### src/rtl/hub_pkg.sv
// Shared hub constants and the port-id type used by the broadcast scheduler.
package hub_pkg;

  localparam int HUB_PORTS  = 4;
  localparam int HUB_DATA_W = 8;

  typedef logic [1:0] port_id_t;

  // Next port in round-robin order; the 2-bit width gives the 3->0 wrap for free.
  function automatic port_id_t port_next(input port_id_t p);
    return p + 2'd1;
  endfunction

endpackage

### src/rtl/hub_port_fifo.sv
// Per-port sync FIFO: zero-latency head, one write and one read per cycle.
// Caller gates push against full (a same-edge pop frees the slot); pop is only issued when non-empty.
module hub_port_fifo
  import hub_pkg::*;
#(
  parameter int DATA_W = HUB_DATA_W,
  parameter int DEPTH  = 4
) (
  input  logic              clk,
  input  logic              reset,
  input  logic              push,
  input  logic              pop,
  input  logic [DATA_W-1:0] push_dat,
  output logic              full,
  output logic              empty,
  output logic [DATA_W-1:0] head
);

  localparam int AW = $clog2(DEPTH);
  localparam int CW = AW + 1;

  logic [DATA_W-1:0] mem_q [DEPTH];
  logic [DATA_W-1:0] mem_d [DEPTH];
  logic [AW-1:0]     wr_ptr_q, wr_ptr_d;
  logic [AW-1:0]     rd_ptr_q, rd_ptr_d;
  logic [CW-1:0]     count_q, count_d;

  assign full  = (count_q == CW'(DEPTH));
  assign empty = (count_q == '0);
  assign head  = mem_q[rd_ptr_q];

  always_comb begin
    mem_d    = mem_q;
    wr_ptr_d = wr_ptr_q;
    rd_ptr_d = rd_ptr_q;
    count_d  = count_q;
    if (push) begin
      mem_d[wr_ptr_q] = push_dat;
      wr_ptr_d        = wr_ptr_q + 1'b1;
    end
    if (pop) begin
      rd_ptr_d = rd_ptr_q + 1'b1;
    end
    case ({push, pop})
      2'b10:   count_d = count_q + 1'b1;
      2'b01:   count_d = count_q - 1'b1;
      default: count_d = count_q;
    endcase
  end

  always_ff @(posedge clk) begin
    if (reset) begin
      for (int i = 0; i < DEPTH; i++) begin
        mem_q[i] <= '0;
      end
      wr_ptr_q <= '0;
      rd_ptr_q <= '0;
      count_q  <= '0;
    end else begin
      mem_q    <= mem_d;
      wr_ptr_q <= wr_ptr_d;
      rd_ptr_q <= rd_ptr_d;
      count_q  <= count_d;
    end
  end

endmodule

### src/rtl/hub_rr_scheduler.sv
// Round-robin broadcast of one buffered byte per cycle to all ports but its source; >=1 cycle push-to-output.
// No backpressure upstream: a byte hitting a full FIFO that is not popped that edge is discarded and flagged on drop_i.
module hub_rr_scheduler
  import hub_pkg::*;
#(
  parameter int DATA_W     = HUB_DATA_W,
  parameter int FIFO_DEPTH = 4
) (
  input  logic              clk,
  input  logic              reset,
  input  logic [DATA_W-1:0] din0,
  input  logic [DATA_W-1:0] din1,
  input  logic [DATA_W-1:0] din2,
  input  logic [DATA_W-1:0] din3,
  input  logic              inv0,
  input  logic              inv1,
  input  logic              inv2,
  input  logic              inv3,
  output logic [DATA_W-1:0] dout0,
  output logic [DATA_W-1:0] dout1,
  output logic [DATA_W-1:0] dout2,
  output logic [DATA_W-1:0] dout3,
  output logic              outv0,
  output logic              outv1,
  output logic              outv2,
  output logic              outv3,
  output logic              drop0,
  output logic              drop1,
  output logic              drop2,
  output logic              drop3,
  output logic              gnt_v,
  output logic [1:0]        gnt_id
);

  logic [DATA_W-1:0]    din_vec  [HUB_PORTS];
  logic [DATA_W-1:0]    head_vec [HUB_PORTS];
  logic [HUB_PORTS-1:0] inv_vec;
  logic [HUB_PORTS-1:0] full_vec;
  logic [HUB_PORTS-1:0] empty_vec;
  logic [HUB_PORTS-1:0] pop_vec;
  logic [HUB_PORTS-1:0] push_ok;

  logic     win_vld;
  port_id_t win_id;
  port_id_t scan_id;

  logic [DATA_W-1:0]    dout_q [HUB_PORTS];
  logic [DATA_W-1:0]    dout_d [HUB_PORTS];
  logic [HUB_PORTS-1:0] outv_q, outv_d;
  logic [HUB_PORTS-1:0] drop_q, drop_d;
  logic                 gnt_v_q, gnt_v_d;
  port_id_t             gnt_id_q, gnt_id_d;
  port_id_t             rr_ptr_q, rr_ptr_d;

  assign din_vec[0] = din0;
  assign din_vec[1] = din1;
  assign din_vec[2] = din2;
  assign din_vec[3] = din3;
  assign inv_vec    = {inv3, inv2, inv1, inv0};

  for (genvar i = 0; i < HUB_PORTS; i++) begin : g_fifo
    hub_port_fifo #(
      .DATA_W (DATA_W),
      .DEPTH  (FIFO_DEPTH)
    ) u_fifo (
      .clk      (clk),
      .reset    (reset),
      .push     (push_ok[i]),
      .pop      (pop_vec[i]),
      .push_dat (din_vec[i]),
      .full     (full_vec[i]),
      .empty    (empty_vec[i]),
      .head     (head_vec[i])
    );
  end

  // Scan farthest-first so the port nearest rr_ptr overwrites and wins.
  always_comb begin
    win_vld = 1'b0;
    win_id  = rr_ptr_q;
    scan_id = '0;
    for (int k = HUB_PORTS - 1; k >= 0; k--) begin
      scan_id = rr_ptr_q + port_id_t'(k);
      if (!empty_vec[scan_id]) begin
        win_vld = 1'b1;
        win_id  = scan_id;
      end
    end
  end

  always_comb begin
    pop_vec = '0;
    if (win_vld) begin
      pop_vec[win_id] = 1'b1;
    end
    push_ok = inv_vec & (~full_vec | pop_vec);
    drop_d  = inv_vec & full_vec & ~pop_vec;
    for (int j = 0; j < HUB_PORTS; j++) begin
      outv_d[j] = win_vld && (win_id != port_id_t'(j));
      dout_d[j] = outv_d[j] ? head_vec[win_id] : '0;
    end
    gnt_v_d  = win_vld;
    gnt_id_d = win_vld ? win_id : gnt_id_q;
    rr_ptr_d = win_vld ? port_next(win_id) : rr_ptr_q;
  end

  always_ff @(posedge clk) begin
    if (reset) begin
      for (int j = 0; j < HUB_PORTS; j++) begin
        dout_q[j] <= '0;
      end
      outv_q   <= '0;
      drop_q   <= '0;
      gnt_v_q  <= 1'b0;
      gnt_id_q <= '0;
      rr_ptr_q <= '0;
    end else begin
      dout_q   <= dout_d;
      outv_q   <= outv_d;
      drop_q   <= drop_d;
      gnt_v_q  <= gnt_v_d;
      gnt_id_q <= gnt_id_d;
      rr_ptr_q <= rr_ptr_d;
    end
  end

  assign dout0  = dout_q[0];
  assign dout1  = dout_q[1];
  assign dout2  = dout_q[2];
  assign dout3  = dout_q[3];
  assign outv0  = outv_q[0];
  assign outv1  = outv_q[1];
  assign outv2  = outv_q[2];
  assign outv3  = outv_q[3];
  assign drop0  = drop_q[0];
  assign drop1  = drop_q[1];
  assign drop2  = drop_q[2];
  assign drop3  = drop_q[3];
  assign gnt_v  = gnt_v_q;
  assign gnt_id = gnt_id_q;

endmodule

### config.mk
export PLATFORM = sky130hd
export DESIGN_NAME = hub_rr_scheduler
export DESIGN_NICKNAME = d
export VERILOG_FILES = /design/src/rtl/hub_pkg.sv /design/src/rtl/hub_port_fifo.sv /design/src/rtl/hub_rr_scheduler.sv
export SDC_FILE = /design/constraint.sdc
export NUM_CORES = 1
export LEC_CHECK = 0
export BUFFER_PORTS_ARGS = -buffer_cell sky130_fd_sc_hd__buf_2
export CORE_AREA = 10 10 160 162
export CTS_BUF_LIST = sky130_fd_sc_hd__clkbuf_2
export CTS_CLUSTER_SIZE = 24
export DETAILED_ROUTE_END_ITERATION = 10
export DIE_AREA = 0 0 170 172
export PLACE_DENSITY = 0.57
export SETUP_SLACK_MARGIN = 0.5
export SLEW_MARGIN = 5
export SYNTH_ARGS = -nofsm -noshare
export SYNTH_HDL_FRONTEND = slang
export SYNTH_SLANG_ARGS = --single-unit
### constraint.sdc
create_clock -name clk -period 3.5 [get_ports clk]
set_input_delay 0.7 -clock clk [delete_from_list [all_inputs] [get_ports clk]]
set_output_delay 0.7 -clock clk [all_outputs]
set_load 0.01 [all_outputs]
==> results of run 1 <==
logic make-up after synthesis:
kind of cell	Yosys count	synth area share
AOI/OAI and AO/OA	71	0.07782
xor gates and xnor gates	20	0.01977
adders and majority gates	24	0.03729
buffers and inverters	64	0.02994
DFF	201	0.4542
muxes	182	0.2508
and+or+nand+nor	242	0.1301
cells in the final DEF (no fill, tap or decap), types with 3 or more instances in the layout:
cell type / instances
o211ai_4: 8
o21ai_0: 10
o211ai_1: 6
o21ai_2: 5
inv_1: 25
buf_2: 79
ha_1: 20
mux2i_1: 150
nand2_1: 10
nor3_4: 5
nor2_1: 163
clkinv_1: 7
a211oi_1: 3
nand3_1: 5
xnor2_1: 8
mux4_2: 32
a21oi_1: 15
and2_1: 32
xor2_1: 12
or3_1: 6
dfxtp_1: 199
fa_1: 4
nand3_2: 4
clkbuf_2: 71
o22ai_1: 3
buf_4: 12
a31oi_4: 4
power groups by stage:
stage	Sequential, uW	Clock (uW)	Combinational, uW
after floorplan	2960	0	2440
after global placement	3060	0	3120
after detailed placement	3060	0	3150
after CTS	3000	1570	3160
after global routing	3060	1690	3550
final	3000	1500	3220
metrics by stage:
step | util | setup WS, ns
floorplan | - | 0.7503
global placement | 0.4256 | 0.5789
detailed placement | 0.4256 | 0.5032
CTS | 0.4444 | 0.5022
global route | 0.4472 | 0.4505
finish | 0.4473 | 0.5787
worst max-delay path, delay by kind of cell (launching register included):
kind / cells / cell delay (ns)
buf+inv: 4 / 0.56
compound gates: 4 / 0.63
flops: 1 / 0.54
xor+xnor: 1 / 0.15
simple gates: 2 / 0.39
fa+ha+maj: 2 / 0.60
flip-flops by register name, indices dropped and copies added (netlist names), 8 cells and up:
| name | cells |
|---|---|
| dout0 | 8 |
| dout1 | 8 |
| dout2 | 8 |
| g_fifo.u_fifo.mem_q | 128 |
| g_fifo.u_fifo.rd_ptr_q | 8 |
| dout3 | 8 |
| g_fifo.u_fifo.count_q | 12 |
| g_fifo.u_fifo.wr_ptr_q | 8 |
layer usage:
layer  routed length [um]  vias up
li1                     -     3024
met1                 9333     2875
met2                 8963      139
met3                 1236       19
met4                  265        0
met5                    0        -
worst paths after layout:
check / startpoint / endpoint / slack, ns / depth (start not counted)
setup / recovery: g_fifo[0].u_fifo.count_q[2]$_SDFFE_PP0P_ / g_fifo[3].u_fifo.count_q[2]$_SDFFE_PP0P_ / 0.58 / 13
hold / removal: din1[5] / g_fifo[1].u_fifo.mem_q[21]$_SDFFE_PP0P_ / 0.19 / 3
setup reg to reg: g_fifo[0].u_fifo.count_q[2]$_SDFFE_PP0P_ / g_fifo[3].u_fifo.count_q[2]$_SDFFE_PP0P_ / 0.58 / 13
hold reg to reg: g_fifo[0].u_fifo.mem_q[0]$_SDFFE_PP0P_ / g_fifo[0].u_fifo.mem_q[0]$_SDFFE_PP0P_ / 0.50 / 2
area by class of cell:
class | instances | share of cell area
Timing Repair Buffer | 93 | 0.05253
Clock inverter | 10 | 0.006378
Sequential cell | 201 | 0.4025
Clock buffer | 71 | 0.03552
Multi-Input combinational cell | 539 | 0.4576
Antenna cell | 2 | 0.0005002
Inverter | 25 | 0.009380
Tap cell | 285 | 0.03564
repair_timing:
action / CTS / global route
resized for setup: 1 / 3
cloned: 0 / 0
pin swaps: 0 / 2
endpoints found under the setup margin: 2 / 4
setup buffers: 0 / 5
==> run metrics, run 1 <==
clk buf depth=3; post-detailed-routing wire length=19800 um; crit path max fanout=12; number of synthesis warnings=0; total leakage power=0.004586 uW; Worst Hold Margin=0.1905 ns; vias per std cell=4.940; Pins Over Slew Limit=0; All-Layer GR Usage=0.1345; CP max stage delay=0.54 ns; clk_skew=0.06405 ns; GR met3 Demand/Resource=0.04081; top-area cell type share of the netlist area=0.4542; placed cell count=1138; final instance area=0.01000 mm2; TritonCTS clock tree=done; asr flop ratio synth=0; top post-synthesis cells by area=dfxtp_1 (45%), mux2i_1 (17%), mux4_2 (8.1%); drt pass-1 iters=6; Worst Path Arrival=3.63 ns; Clk pwr share=0.194; Die Ht=172 um; most instantiated cells after synthesis=dfxtp_1 (201), nor2_1 (163), mux2i_1 (150); CP Launch Type=flop; maximum vdd drop=332.1 uV; fin crit share=0.8347; initial core utilization=0.3961; total congestion overflow=0; layer with the highest usage=met2; synth-to-layout area growth=12.94%; Syn Area/Cell=11.02 um2; DRC=0; count leader, synth=dfxtp_1; Core Box Area=0.02237 mm2; Hold/Removal Path Class=in -> reg; syn_nets=866; dominant cell type by area after synthesis=dfxtp_1; actual slew at the worst max-slew pin=0.6757 ns; sequential share of power=0.389; share of cells above drive strength 1=0.2524; Crit-path slowest cell=dfxtp_2; Seq/Total Area, Yosys=0.4542; area of the multi-input gates=0.004578 mm2; cts bufs inserted=50; via count=6057; max-cap viol count=0; Setup crit end kind=flop; TNS Setup=0 ns; Sw Pwr=3080 uW; clock latency at the later pin of the worst-skew pair=0.79 ns; Combinational Power Share=0.417; DPL Wire Length=13530 um; fillers=2172; max_slew headroom=0.5489; Hold Violations, Final=0; Die Wd=170 um; num ports=81; first-pass GRT wire length=31600 um; sw frac=0.3993; initial antenna violation count=2; Root Buffer Master=clkbuf_2; Iter 0 DRT Violations=338; RSZ-0062 raised after global routing=yes; Port Buffer Count=80; Critical Path RT=4.21 ns; overall power=7714 uW; hold_buf cts=0; Sequential Area=0.004026 mm2; Setup violations, final=0; largest net degree at the start of global routing=79; clk sinks=201; Crit Path Class=reg -> reg; Final nets=972; Synth Cell Area=0.008858 mm2; ANT nets after route=0; vias in the first global route=6003; CTS clk-pin slew, worst paths=0.11 ns; Global Route met1 Usage=0.1742; Yosys reg bits=201; CP Cell Sequence=nor3_4 > buf_12 > buf_4 > o21ai_2 > a211oi_4 > buf_4 > o21ai_2 > ha_1 > inv_1 > fa_1 > xor2_1 > or3_1 > a21oi_1; count of non-filler cells in the finished layout=1226; M2 GR Usage=0.2099; minimum clock period=2.921 ns; outcome=complete, no violations; Internal Pwr Total=4634 uW; wire per inst=16.15 um; fmax=342.3 MHz; Placer Congestion=0.7753; Netlist cell types=57; Post-synth EDFFs=0; # H-tree levels=2; Die Area=0.02924 mm2; FP Rows=55; Cell Area, Placed=0.009519 mm2; PwrDens=771.1 mW/mm2; synthesized instance count=804; Top FF cell, synth=dfxtp_1
(Power assumes the default switching activity.)
==> inputs of run 2 (changes only) <==
==> constraint.sdc (replaced) <==
create_clock -name clk -period 3 [get_ports clk]
set_input_delay 0.6 -clock clk [delete_from_list [all_inputs] [get_ports clk]]
set_output_delay 0.6 -clock clk [all_outputs]
set_load 0.01 [all_outputs]
==> run 2 against run 1 <==
Against the previous run:
- largest power group unchanged
- sequential share of layout area shrank 1.9 points
- non-clock buffer count increased by 35
- flip-flop and latch count unchanged
- hold slack got worse by 0.099 ns
- worst setup slack worse by 0.11 ns
- clock skew rose by 0.011 ns
- critical path depth shrank 6
- combinational power increased by 38%
==> run metrics, run 2 (synthesized netlist as in run 1, its figures left out) <==
outcome=complete, no violations (unchanged); minimum clock period=2.528 ns (was 2.921 ns); cell mode on critical path=mux2i_1; CP Cell Sequence=or4_1 > o211ai_2 > o211a_1 > buf_4 > mux2i_1 > mux2i_1 > and2_1 (was nor3_4 > buf_12 > buf_4 > o21ai_2 > a211oi_4 > buf_4 > o21ai_2 > ha_1 > inv_1 > fa_1 > xor2_1 > or3_1 > a21oi_1); Cell Area, Placed=0.009691 mm2 (was 0.009519 mm2); CTS clk-pin slew, worst paths=0.11 ns (about the same); Die Wd=170 um (unchanged); fillers=2138 (was 2172); clk buf depth=3 (unchanged); final instance area=0.01057 mm2 (was 0.01000 mm2); share of cells above drive strength 1=0.3205 (was 0.2524); PwrDens=925.7 mW/mm2 (was 771.1 mW/mm2); All-Layer GR Usage=0.1362 (was 0.1345); CP Launch Type=flop (unchanged); Root Buffer Master=clkbuf_2 (unchanged); clk_skew=0.07464 ns (was 0.06405 ns); Pins Over Slew Limit=0 (unchanged); commonest non-fill, non-tap cells in the layout=dfxtp_1 (188), nor2_1 (162), mux2i_1 (150), clkbuf_2 (84), buf_2 (79) (was dfxtp_1 (199), nor2_1 (163), mux2i_1 (150), buf_2 (79), clkbuf_2 (71)); via count=6255 (was 6057); max_slew headroom=0.5447 (was 0.5489); num ports=81 (unchanged); post-detailed-routing wire length=20420 um (was 19800 um); actual slew at the worst max-slew pin=0.6820 ns (was 0.6757 ns); Setup violations, final=0 (unchanged); total leakage power=0.004815 uW (was 0.004586 uW); clk sinks=201 (unchanged); DRC=0 (unchanged); overall power=9780 uW (was 7714 uW); max FFs per register=128 (unchanged); Critical Path RT=3.70 ns (was 4.21 ns); ANT nets after route=0 (unchanged); Core Box Area=0.02237 mm2 (unchanged); most common cell after layout, fill and taps aside=dfxtp_1 (unchanged); Iter 0 DRT Violations=290 (was 338); largest registers=g_fifo.u_fifo.mem_q: 128 flops, g_fifo.u_fifo.count_q: 12 flops (unchanged); crit path max fanout=8 (was 12); Hold/Removal Path Class=in -> reg (unchanged); largest net degree at the start of global routing=86 (was 79); RSZ-0062 raised after global routing=yes (unchanged); Crit-path slowest cell=or4_1 (was dfxtp_2); Hold Violations, Final=0 (unchanged); vias in the first global route=6218 (was 6003); initial antenna violation count=1 (was 2); first-pass GRT wire length=32190 um (was 31600 um); synth-to-layout area growth=19.27% (was 12.94%); vias per std cell=4.891 (was 4.940); Placer Congestion=0.7560 (was 0.7753); DPL Wire Length=13540 um (was 13530 um); Port Buffer Count=80 (unchanged); placed cell count=1148 (was 1138); cts bufs inserted=53 (was 50); TNS Setup=0 ns (unchanged); count of non-filler cells in the finished layout=1279 (was 1226); CP max stage delay=0.54 ns (about the same); total congestion overflow=0 (unchanged); Die Area=0.02924 mm2 (unchanged); Die Ht=172 um (unchanged); fmax=395.5 MHz (was 342.3 MHz); Worst Path Arrival=3.23 ns (was 3.63 ns); Crit Path Class=reg -> reg (unchanged); max-cap viol count=0 (unchanged); dpl ws=0.2427 ns (was 0.5032 ns); Top reg by flops=g_fifo.u_fifo.mem_q (unchanged); clock latency at the later pin of the worst-skew pair=0.81 ns (was 0.79 ns); drt pass-1 iters=4 (was 6); initial core utilization=0.3961 (unchanged); Setup crit end kind=flop (unchanged); Final nets=1010 (was 972); # H-tree levels=2 (unchanged); TritonCTS clock tree=done (unchanged); fin crit share=0.8428 (was 0.8347); maximum vdd drop=429.8 uV (was 332.1 uV); setup ws final=0.4715 ns (was 0.5787 ns); wire per inst=15.96 um (was 16.15 um); FP Rows=55 (unchanged)
[run 2: cell types whose count changed in the layout (fill, tap and decap cells not counted), moves of 5 or more]
cell | before | now
buf_4 | 12 | 38
clkbuf_2 | 71 | 84
dfxtp_1 | 199 | 188
dfxtp_2 | 2 | 8
a21oi_1 | 15 | 10
dfxtp_4 | 0 | 5
dlygate4sd3_1 | 0 | 5
[run 2: critical path: cells and delay by family, from the launching register on]
family,cells,cell delay [ns]
AOI/OAI and AO/OA,2,0.34
buffers and inverters,1,0.21
DFF,1,0.40
muxes,2,0.72
and+or+nand+nor,2,0.76
[run 2: final cells by class]
type | count | area, um2 | share of cell area
Antenna cell | 5 | 12.51 | 0.001184
Tap cell | 285 | 356.6 | 0.03375
Clock buffer | 83 | 415.4 | 0.03932
Multi-Input combinational cell | 539 | 4778 | 0.4523
Sequential cell | 201 | 4053 | 0.3836
Timing Repair Buffer | 128 | 800.8 | 0.07579
Inverter | 25 | 93.84 | 0.008882
Clock inverter | 13 | 55.05 | 0.005211
[run 2: worst paths after layout]
kind                                                             start  slack, ns                                 endpoint  depth (start not counted)
worst min register to register  g_fifo[0].u_fifo.mem_q[3]$_SDFFE_PP0P_       0.49   g_fifo[0].u_fifo.mem_q[3]$_SDFFE_PP0P_                          2
worst max register to register                rr_ptr_q[1]$_SDFFE_PP0N_       0.47                      dout1[4]$_SDFF_PP0_                          7
worst min-delay path                                           din0[3]       0.09  g_fifo[0].u_fifo.mem_q[19]$_SDFFE_PP0P_                          3
worst max-delay path                          rr_ptr_q[1]$_SDFFE_PP0N_       0.47                      dout1[4]$_SDFF_PP0_                          7
[run 2: timing repair]
item	4_1_cts	5_1_grt
gates cloned	0	0
endpoints found under the setup margin	36	31
pin swaps	4	20
hold buffers	5	0
resized for setup	16	25
endpoints found under the hold margin	10	0
buffers inserted	8	17
[run 2: report_power, final]
group / total (uW) / switching (uW) / internal (uW)
combinational: 4440 / 2460 / 1980
sequential: 3500 / 378 / 3130
clock: 1840 / 1110 / 732
total: 9780 / 3940 / 5840
[run 2: through the flow]
stage / hold WS (ns) / utilization
after floorplan: 0.4546 / -
after global placement: 0.4669 / 0.4333
after detailed placement: 0.4763 / 0.4333
after CTS: 0.0008982 / 0.4619
after global routing: 0.005842 / 0.4724
final: 0.09149 / 0.4724
[run 2: per-layer routing]
metal / GRT usage / part of all wire / up-vias / routed length (um)
li1: - / - / 3124 / -
met1: 0.1765 / 0.47 / 2944 / 9628
met2: 0.2147 / 0.45 / 153 / 9227
met3: 0.03899 / 0.061 / 34 / 1249
met4: 0.04310 / 0.015 / 0 / 309
met5: 0 / 0 / - / 0
==> inputs of run 3 (changes only) <==
--- a/config.mk
+++ b/config.mk
@@ -11,7 +11,7 @@
 export CTS_CLUSTER_SIZE = 24
 export DETAILED_ROUTE_END_ITERATION = 10
 export DIE_AREA = 0 0 170 172
-export PLACE_DENSITY = 0.57
+export PLACE_DENSITY = 0.59
 export SETUP_SLACK_MARGIN = 0.5
 export SLEW_MARGIN = 5
 export SYNTH_ARGS = -nofsm -noshare
==> constraint.sdc (replaced) <==
create_clock -name clk -period 2.05 [get_ports clk]
set_input_delay 0.41 -clock clk [delete_from_list [all_inputs] [get_ports clk]]
set_output_delay 0.41 -clock clk [all_outputs]
set_load 0.01 [all_outputs]
==> run 3 against run 2 <==
Against the previous run:
- count of clock-buffer cells in the layout decreased by 5
- largest power group unchanged
- critical path type unchanged
- routed wire length increased by 7.7%
- first-iteration DRC count decreased by 18%
- worst setup slack got worse by 0.83 ns
- combinational power increased to 2.5 times the previous value
- the run now ends with setup timing left
==> run metrics, run 3 (synthesized netlist as in run 1, its figures left out) <==
failing checks=setup timing; num ports=81 (unchanged); Iter 0 DRT Violations=239 (was 290); vias in the first global route=7062 (was 6218); maximum vdd drop=962.2 uV (was 429.8 uV); Worst Path Arrival=3.11 ns (was 3.23 ns); actual slew at the worst max-slew pin=0.5079 ns (was 0.6820 ns); drt pass-1 iters=5 (was 4); clk sinks=201 (unchanged); largest registers=g_fifo.u_fifo.mem_q: 128 flops, g_fifo.u_fifo.count_q: 12 flops (unchanged); max-cap viol count=0 (unchanged); CP delay by family, top=simple AND/OR/NAND/NOR gates (unchanged); commonest non-fill, non-tap cells in the layout=dfxtp_1 (166), nor2_1 (159), mux2i_1 (130), buf_4 (85), clkbuf_2 (78) (was dfxtp_1 (188), nor2_1 (162), mux2i_1 (150), clkbuf_2 (84), buf_2 (79)); clock latency at the later pin of the worst-skew pair=0.76 ns (was 0.81 ns); TritonCTS clock tree=done (unchanged); initial antenna violation count=1 (unchanged); cts bufs inserted=52 (was 53); Pins Over Slew Limit=0 (unchanged); largest net degree at the start of global routing=56 (was 86); Hold/Removal Path Class=in -> reg (unchanged); Port Buffer Count=80 (unchanged); Hold Violations, Final=0 (unchanged); Worst Hold Margin=0.1187 ns (was 0.09149 ns); setup ws final=-0.3582 ns (was 0.4715 ns); FP Rows=55 (unchanged); wire per inst=15.60 um (was 15.96 um); ANT nets after route=0 (unchanged); fmax=415.3 MHz (was 395.5 MHz); placed cell count=1236 (was 1148); outcome=finished, violations left (was complete, no violations); Setup violations, final=121 (was 0); first-pass GRT wire length=35490 um (was 32190 um); minimum clock period=2.408 ns (was 2.528 ns); Die Area=0.02924 mm2 (unchanged); final instance area=0.01267 mm2 (was 0.01057 mm2); Root Buffer Master=clkbuf_2 (unchanged); Placer Congestion=0.7672 (was 0.7560); CP Cell Sequence=or3_4 > buf_12 > o22ai_4 > nand2_1 > inv_1 > ha_4 > inv_2 > fa_1 > xor2_1 > or3_1 > a21oi_2 (was or4_1 > o211ai_2 > o211a_1 > buf_4 > mux2i_1 > mux2i_1 > and2_1); max_slew headroom=0.6609 (was 0.5447); Die Ht=172 um (unchanged); Crit-path slowest cell=or3_4 (was or4_1); All-Layer GR Usage=0.1492 (was 0.1362); max FFs per register=128 (unchanged); Core Box Area=0.02237 mm2 (unchanged); crit path max fanout=3 (was 8); clk_skew=0.03178 ns (was 0.07464 ns); most common cell after layout, fill and taps aside=dfxtp_1 (unchanged); via count=6765 (was 6255); Cell Area, Placed=0.01063 mm2 (was 0.009691 mm2); Top reg by flops=g_fifo.u_fifo.mem_q (unchanged); share of cells above drive strength 1=0.4417 (was 0.3205); Critical Path RT=2.75 ns (was 3.70 ns); Final nets=1155 (was 1010); CP Launch Type=flop (unchanged); vias per std cell=4.801 (was 4.891); DRC=0 (unchanged); CTS clk-pin slew, worst paths=0.10 ns (was 0.11 ns); count of non-filler cells in the finished layout=1409 (was 1279); # H-tree levels=2 (unchanged); Die Wd=170 um (unchanged); total leakage power=0.005687 uW (was 0.004815 uW); PwrDens=1479 mW/mm2 (was 925.7 mW/mm2); clk buf depth=3 (unchanged); synth-to-layout area growth=43.02% (was 19.27%); CP max stage delay=0.42 ns (was 0.54 ns); DPL Wire Length=14430 um (was 13540 um); RSZ-0062 raised after global routing=yes (unchanged); WP buf/inv=3 (was 1); total congestion overflow=0 (unchanged); Crit Path Class=reg -> reg (unchanged); Setup crit end kind=flop (unchanged); initial core utilization=0.3961 (unchanged); overall power=18730 uW (was 9780 uW); fin crit share=1.175 (was 0.8428); post-detailed-routing wire length=21990 um (was 20420 um)
==> run 3: worst paths after layout <==
check / startpoint / end / slack (ns) / cells after the start
setup / recovery: g_fifo[1].u_fifo.count_q[2]$_SDFFE_PP0P_ / g_fifo[2].u_fifo.count_q[2]$_SDFFE_PP0P_ / -0.36 / 11
hold reg to reg: g_fifo[2].u_fifo.mem_q[2]$_SDFFE_PP0P_ / g_fifo[2].u_fifo.mem_q[2]$_SDFFE_PP0P_ / 0.50 / 2
hold / removal: inv2 / g_fifo[2].u_fifo.wr_ptr_q[0]$_SDFFE_PP0P_ / 0.12 / 5
setup reg to reg: g_fifo[1].u_fifo.count_q[2]$_SDFFE_PP0P_ / g_fifo[2].u_fifo.count_q[2]$_SDFFE_PP0P_ / -0.36 / 11
==> run 3: layout make-up <==
class                      count  area (um2)
multi-input combinational    542        5147
antenna                        1       2.502
clock buffer                  78       390.4
clock inverter                 6       48.80
inverter                      25       93.84
fill                        1921        9696
timing repair buffer         271        2555
tap                          285       356.6
sequential                   201        4075
==> run 3: worst min-delay path: stages <==
cell and delay (ns):
buf_2 0.13, o21ai_4 0.08, buf_6 0.11, xnor2_2 0.05, nor2_1 0.07
==> run 3: timing repair <==
item                                    in CTS  in global routing
gates cloned                                 4                  1
hold buffers                                34                  0
pin swaps                                   54                 52
gates resized for setup                    115                 77
endpoints found under the hold margin      129                  0
endpoints found under the setup margin     240                242
buffers inserted                            38                 11
==> run 3: power by group <==
| group | internal, uW | leakage (uW) | total, uW | switching (uW) |
|---|---|---|---|---|
| logic | 6050 | 0.00369 | 11100 | 5010 |
| clock network | 1110 | 0.000349 | 2660 | 1550 |
| registers | 4600 | 0.00165 | 5010 | 408 |
| total | 11800 | 0.00569 | 18700 | 6970 |
==> run 3: metal layers <==
metal	share of wire	routed length (um)	up-vias	track usage
met5	0	0	-	0
li1	-	-	3408	-
met3	0.046	1017	25	0.03716
met1	0.46	10080	3208	0.1851
met2	0.48	10590	124	0.2503
met4	0.014	299	0	0.04615
==> run 3: stage by stage <==
step | TNS (ns) | setup WS [ns] | utilization
after floorplan | -3.610 | -0.5387 | -
after global placement | -9.744 | -0.3657 | 0.4752
after detailed placement | -12.63 | -0.4709 | 0.4752
after CTS | -16.46 | -0.3452 | 0.5479
after global routing | -32.53 | -0.4425 | 0.5665
final | -16.26 | -0.3582 | 0.5665
